**src/rtl/spi_get_id_pkg.sv**
```systemverilog
// Shared constants for the JEDEC-ID reader: state encoding, command byte, byte width.
package spi_get_id_pkg;

    localparam int BYTE_W = 8;
    localparam logic [BYTE_W-1:0] JEDEC_CMD = 8'h9F;

    typedef enum logic [3:0] {
        IDLE     = 4'd0,
        CS_SETUP = 4'd1,
        SEND     = 4'd2,
        RECV     = 4'd3,
        CS_HOLD  = 4'd4,
        DONE     = 4'd5
    } state_t;

endpackage

```
**src/rtl/spi_get_id_sck_gen.sv**
```systemverilog
// SCK half-period divider: registered SCK, the current half, and a strobe on the last clock of each half.
module spi_sck_gen #(
    parameter int HALF_DIV = 1
) (
    input  logic clk,
    input  logic rst,
    input  logic count_en,
    input  logic toggle_en,
    output logic sck,
    output logic sck_half,
    output logic half_done
);

    localparam int CNT_W = (HALF_DIV > 1) ? $clog2(HALF_DIV) : 1;
    localparam logic [CNT_W-1:0] LAST = CNT_W'(HALF_DIV - 1);

    // NOTE: declaration initialisers give the power-up state, so the block runs even if rst never asserts.
    logic [CNT_W-1:0] div_cnt = '0;
    logic             half_q  = 1'b0;

    assign half_done = count_en && (div_cnt == LAST);

    always_ff @(posedge clk) begin
        if (rst) begin
            div_cnt <= '0;
            half_q  <= 1'b0;
        end else begin
            if (!count_en || half_done) begin
                div_cnt <= '0;
            end else begin
                div_cnt <= div_cnt + CNT_W'(1);
            end
            // SCK only runs while bits are on the wire; it parks low otherwise.
            if (!toggle_en) begin
                half_q <= 1'b0;
            end else if (half_done) begin
                half_q <= ~half_q;
            end
        end
    end

    assign sck      = half_q;
    assign sck_half = half_q;

endmodule

```
**src/rtl/spi_get_id.sv**
```systemverilog
// Single-shot SPI mode-0 master: sends CMD, reads back one byte (flash manufacturer ID) and holds it.
module spi_get_id
    import spi_get_id_pkg::*;
#(
    parameter logic [BYTE_W-1:0] CMD      = JEDEC_CMD,
    parameter int                HALF_DIV = 1
) (
    input  logic              clk12MHz,
    input  logic              rst,
    input  logic              sdi,
    output logic              sdo,
    output logic              cs,
    output logic              sck,
    output logic [BYTE_W-1:0] recv_msg,
    output logic [3:0]        debug_states,
    output logic              debug_sck_halfs
);

    localparam int BIT_W = $clog2(BYTE_W);
    localparam logic [BIT_W-1:0] LAST_BIT = BIT_W'(BYTE_W - 1);

    state_t            state    = IDLE;
    logic [BYTE_W-1:0] tx_shift = '0;
    logic [BYTE_W-2:0] rx_shift = '0;
    logic [BIT_W-1:0]  bit_cnt  = '0;
    logic              cs_q     = 1'b1;
    logic [BYTE_W-1:0] recv_q   = '0;

    logic count_en;
    logic toggle_en;
    logic half_done;
    logic sck_half;
    logic high_done;

    assign toggle_en = (state == SEND) || (state == RECV);
    assign count_en  = toggle_en || (state == CS_SETUP) || (state == CS_HOLD);
    assign high_done = half_done && sck_half;

    spi_sck_gen #(
        .HALF_DIV (HALF_DIV)
    ) u_sck_gen (
        .clk       (clk12MHz),
        .rst       (rst),
        .count_en  (count_en),
        .toggle_en (toggle_en),
        .sck       (sck),
        .sck_half  (sck_half),
        .half_done (half_done)
    );

    always_ff @(posedge clk12MHz) begin
        if (rst) begin
            state    <= IDLE;
            tx_shift <= '0;
            rx_shift <= '0;
            bit_cnt  <= '0;
            cs_q     <= 1'b1;
            recv_q   <= '0;
        end else begin
            case (state)
                IDLE: begin
                    tx_shift <= CMD;
                    bit_cnt  <= '0;
                    cs_q     <= 1'b0;
                    state    <= CS_SETUP;
                end
                CS_SETUP: begin
                    if (half_done) state <= SEND;
                end
                SEND: begin
                    // sdo is the shift MSB, so it only moves at the start of a low half.
                    if (high_done) begin
                        if (bit_cnt == LAST_BIT) begin
                            tx_shift <= '0;
                            bit_cnt  <= '0;
                            state    <= RECV;
                        end else begin
                            tx_shift <= {tx_shift[BYTE_W-2:0], 1'b0};
                            bit_cnt  <= bit_cnt + BIT_W'(1);
                        end
                    end
                end
                RECV: begin
                    if (high_done) begin
                        rx_shift <= {rx_shift[BYTE_W-3:0], sdi};
                        if (bit_cnt == LAST_BIT) begin
                            recv_q  <= {rx_shift, sdi};
                            bit_cnt <= '0;
                            state   <= CS_HOLD;
                        end else begin
                            bit_cnt <= bit_cnt + BIT_W'(1);
                        end
                    end
                end
                CS_HOLD: begin
                    if (half_done) begin
                        cs_q  <= 1'b1;
                        state <= DONE;
                    end
                end
                DONE: begin
                    state <= DONE;
                end
                default: begin
                    tx_shift <= '0;
                    bit_cnt  <= '0;
                    cs_q     <= 1'b1;
                    state    <= IDLE;
                end
            endcase
        end
    end

    assign sdo             = tx_shift[BYTE_W-1];
    assign cs              = cs_q;
    assign recv_msg        = recv_q;
    assign debug_states    = state;
    assign debug_sck_halfs = sck_half;

endmodule

```
**config.mk**
```make
export PLATFORM = sky130hd
export DESIGN_NAME = spi_get_id
export DESIGN_NICKNAME = d
export VERILOG_FILES = /design/src/rtl/spi_get_id_pkg.sv /design/src/rtl/spi_get_id_sck_gen.sv /design/src/rtl/spi_get_id.sv
export SDC_FILE = /design/constraint.sdc
export NUM_CORES = 1
export LEC_CHECK = 0
export ABC_AREA = 1
export CELL_PAD_IN_SITES_DETAIL_PLACEMENT = 0
export CELL_PAD_IN_SITES_GLOBAL_PLACEMENT = 1
export CORE_ASPECT_RATIO = 1.25
export CORE_MARGIN = 4
export CORE_UTILIZATION = 35
export CTS_CLUSTER_DIAMETER = 150
export DETAILED_ROUTE_END_ITERATION = 8
export HOLD_SLACK_MARGIN = 0.02
export PLACE_DENSITY_LB_ADDON = 0.12
export SYNTH_ARGS = -nofsm -noshare
export SYNTH_HDL_FRONTEND = slang
export SYNTH_SLANG_ARGS = --single-unit
```
**constraint.sdc**
```tcl
create_clock -name clk12MHz -period 1.8 [get_ports clk12MHz]
set_input_delay 0.27 -clock clk12MHz [delete_from_list [all_inputs] [get_ports clk12MHz]]
set_output_delay 0.27 -clock clk12MHz [all_outputs]
set_load 0.05 [all_outputs]
```
==> impl_metrics.xml, run 1 <==
<?xml version="1.0" encoding="UTF-8"?>
<metrics>
  <group name="placed_design">
    <metric name="total_placed_cells_including_tap_cells" unit="">262</metric>
    <metric name="gp_congestion" unit="">0.785</metric>
    <metric name="placement.io_buffers" unit="">17</metric>
    <metric name="hpwl" unit="um">2350</metric>
  </group>
  <group name="cts">
    <metric name="cts_htree_levels" unit="">2</metric>
    <metric name="clk_pin_slew" unit="ns">0.07</metric>
    <metric name="clock_root_buffer_master" unit="">clkbuf_8</metric>
    <metric name="cts_sinks" unit="">32</metric>
    <metric name="cts_buffer_depth" unit="">2</metric>
    <metric name="numCtsBuffers" unit="">5</metric>
    <metric name="post_cts_hold_buffer_count" unit="">0</metric>
    <metric name="cts_tree" unit="">done</metric>
    <metric name="cts_setup_buffers" unit="">0</metric>
    <metric name="clock_insertion_delay_worst_skew" unit="ns">0.28</metric>
    <metric name="post_cts_resize_count" unit="">0</metric>
  </group>
  <group name="global_route">
    <metric name="grt_max_degree" unit="">20</metric>
    <metric name="first_pass_grt_wire_length" unit="um">5630</metric>
    <metric name="grt_overflow_total" unit="">0</metric>
    <metric name="first_global_vias" unit="">1276</metric>
    <metric name="antenna_violations_before_repair" unit="">0</metric>
    <metric name="gr_util_all_layers" unit="%">13.7</metric>
  </group>
  <group name="drt">
    <metric name="drc_errors" unit="">0</metric>
    <metric name="totalWireLength" unit="um">3150</metric>
    <metric name="num_vias" unit="">1272</metric>
    <metric name="firstDrtPassIters" unit="">4</metric>
    <metric name="avgRoutedWirePerCell" unit="um">11.7</metric>
    <metric name="viasPerCell" unit="">4.71</metric>
    <metric name="drt_iter0_drc" unit="">62</metric>
    <metric name="detail-route-antenna-nets" unit="">0</metric>
  </group>
  <group name="worst_setup_path">
    <metric name="required" unit="ns">1.53</metric>
    <metric name="worstSetupPathType" unit="">reg2out</metric>
    <metric name="path_buf_inv" unit="">1</metric>
    <metric name="startpoint_type" unit="">register</metric>
    <metric name="timing.critical_path.slowest_stage_cell" unit="">clkdlybuf4s50_1</metric>
    <metric name="critical_path_peak_fanout" unit="">2</metric>
    <metric name="critical_path.cell_chain" unit="">clkdlybuf4s50_1</metric>
    <metric name="slowest_delay" unit="ns">0.81</metric>
    <metric name="critical-path-top-delay-family" unit="">buffers and inverters</metric>
    <metric name="worstPathArrival" unit="ns">1.44</metric>
    <metric name="setup.worst_path.end_class" unit="">output pin</metric>
  </group>
  <group name="pwr">
    <metric name="pwr_density_cell" unit="nW/um^2">1720</metric>
    <metric name="power.leakage" unit="nW">0.767</metric>
    <metric name="vdd.ir_drop.worst" unit="uV">611</metric>
  </group>
  <group name="timing">
    <metric name="timing.slew.headroom" unit="%">66.0</metric>
    <metric name="timing.final.crit_period" unit="ns">1.71</metric>
    <metric name="finalCritPeriodShare" unit="%">94.8</metric>
    <metric name="fin_skew" unit="ns">0.0100</metric>
    <metric name="holdWs" unit="ns">0.460</metric>
    <metric name="finalSetupTns" unit="ns">0</metric>
    <metric name="final_hold_fails" unit="">0</metric>
    <metric name="rsz0062_at_grt" unit="">false</metric>
    <metric name="final-max-slew-violation-count" unit="">0</metric>
    <metric name="max_clock_freq" unit="MHz">586</metric>
    <metric name="worst_slew_pin_slew" unit="ns">0.509</metric>
    <metric name="setup_violations" unit="">0</metric>
  </group>
  <group name="finish">
    <metric name="area.growth.synth_to_final" unit="%">22.2</metric>
    <metric name="diodes" unit="">0</metric>
    <metric name="layout.filler_cells" unit="">428</metric>
    <metric name="layout-drive-gt1-share" unit="%">13.9</metric>
    <metric name="multi_input_comb_area" unit="sq um">677</metric>
    <metric name="post_layout_nonfiller_instances" unit="">270</metric>
    <metric name="num-nets-final" unit="">220</metric>
    <metric name="layout.area.seq" unit="sq um">641</metric>
  </group>
  <group name="yosys">
    <metric name="postSynthRegisterBits" unit="">32</metric>
    <metric name="flip_flop_cell_with_the_highest_count_after_synthesis" unit="">dfxtp_1</metric>
    <metric name="post_synth_instance_area" unit="sq um">1450</metric>
    <metric name="synth_largest_type_area_fraction" unit="%">44.1</metric>
    <metric name="synth_area_leaders" unit="">dfxtp_1 44%, nand2_1 10%, a21oi_1 8.6%</metric>
    <metric name="post_synth_num_cell_types" unit="">24</metric>
    <metric name="count_leader_synth" unit="">nand2_1</metric>
    <metric name="ys_warn_count" unit="">0</metric>
    <metric name="async_reset_ff_share" unit="%">0</metric>
    <metric name="synthTopCellsByCount" unit="">39 x nand2_1, 32 x dfxtp_1, 29 x nor2_1</metric>
    <metric name="netlist_instances" unit="">196</metric>
    <metric name="synth-edff-count" unit="">0</metric>
    <metric name="seq_area_frac_synth" unit="%">44.1</metric>
    <metric name="synth.largest_area_cell" unit="">dfxtp_1</metric>
    <metric name="synth_area_per_cell" unit="sq um">7.41</metric>
  </group>
  <group name="floorplan">
    <metric name="initial_core_util" unit="%">37.4</metric>
    <metric name="die-width" unit="um">65.6</metric>
    <metric name="design.core.area" unit="sq um">3880</metric>
    <metric name="io_pins" unit="">19</metric>
    <metric name="die_y" unit="um">80.0</metric>
    <metric name="design.die.area" unit="sq um">5250</metric>
    <metric name="std_cell_rows" unit="">25</metric>
  </group>
  <group name="run_status">
    <metric name="run_status" unit="">finished, final reports clean</metric>
  </group>
  <group name="hold_path">
    <metric name="min-delay-path-class" unit="">reg2reg</metric>
  </group>
  <group name="job">
    <metric name="cap_viol_max_count" unit="">0</metric>
  </group>
</metrics>
==> sequential cells by signal, summed over array words and instances (netlist names) <==
signal and cells:
u_sck_gen.div_cnt 1, u_sck_gen.sck 1, debug_states 3, recv_msg 8, tx_shift 8, cs 1, bit_cnt 3, rx_shift 7
==> final timing paths <==
path	cells after the start	slack, ns	start	endpoint
max	1	0.09	recv_msg[3]	recv_msg[3]
min reg2reg	2	0.46	tx_shift[3]	tx_shift[3]
max reg2reg	7	0.23	bit_cnt[0]	recv_msg[1]
min	2	0.46	tx_shift[3]	tx_shift[3]
==> worst min-delay path, stage by stage (launching register included) <==
cell and delay (ns):
dfxtp_1 0.31, nand2_1 0.06, a21oi_1 0.05
==> cell usage in the layout, fill, tap and decap left out, types with 2 or more instances in the layout <==
master           netlist  layout
buf_4                  2       8
nand2_2                2       2
inv_1                 16      16
nor2_1                29      29
dfxtp_1               32      32
conb_1                 1       2
inv_2                  3       3
a21oi_1               25      25
ha_1                   2       2
a211oi_2               2       2
nor2_4                 2       2
nand2_1               39      39
nand3_1               11      11
clkdlybuf4s50_1        0      11
clkbuf_8               0       7
o21ai_0               16      16
==> report_power, final <==
group	switching [mW]	total [mW]	internal, mW
logic	0.858	1.32	0.463
clock network	0.262	0.750	0.488
registers	0.114	0.982	0.869
total	1.23	3.05	1.82
==> cell families (layout without fill, tap and decap cells) <==
group / count (synthesis) / count (layout) / synth area share, %
flip-flops: 32 / 32 / 44.1
AO/OA/AOI/OAI: 47 / 47 / 18.4
AND/OR/NAND/NOR: 86 / 86 / 26.0
buffers and inverters: 28 / 47 / 9.48
adder cells (fa/ha/maj): 2 / 2 / 1.72
other: 1 / 2 / 0.258
==> metrics by stage <==
stage	cell area, sq um	setup slack [ns]	power (mW)	util, %
floorplan	1460	0.153	2.03	-
global placement	1650	0.285	2.33	42.5
detailed placement	1650	0.237	2.34	42.5
CTS	1770	0.0779	3.10	45.7
global route	1770	0.0148	3.33	45.7
finish	1770	0.0935	3.05	45.7
==> per-layer routing <==
metal / GRT usage, % / vias up / wire length (um)
li1: - / 666 / -
met3: 4.65 / 3 / 120
met5: 0 / - / 0
met1: 14.8 / 577 / 1380
met4: 3.73 / 0 / 27
met2: 25.0 / 26 / 1620
==> layout make-up <==
type                            count  area share (%)
Inverter                           19            4.02
Timing Repair Buffer               20            10.7
Tap cell                           54            3.81
Clock buffer                        7            5.43
Sequential cell                    32            36.1
Multi-Input combinational cell    137            38.2
Clock inverter                      1            1.69
Power figures use the tool's default switching activity.
==> run 2, diff against run 1 <==
--- a/config.mk
+++ b/config.mk
@@ -15,6 +15,7 @@
 export DETAILED_ROUTE_END_ITERATION = 8
 export HOLD_SLACK_MARGIN = 0.02
 export PLACE_DENSITY_LB_ADDON = 0.12
+export SLEW_MARGIN = 10
 export SYNTH_ARGS = -nofsm -noshare
 export SYNTH_HDL_FRONTEND = slang
 export SYNTH_SLANG_ARGS = --single-unit
==> results of run 2 <==
Same layout as run 1: the final DEF is identical, and so are final timing and power.
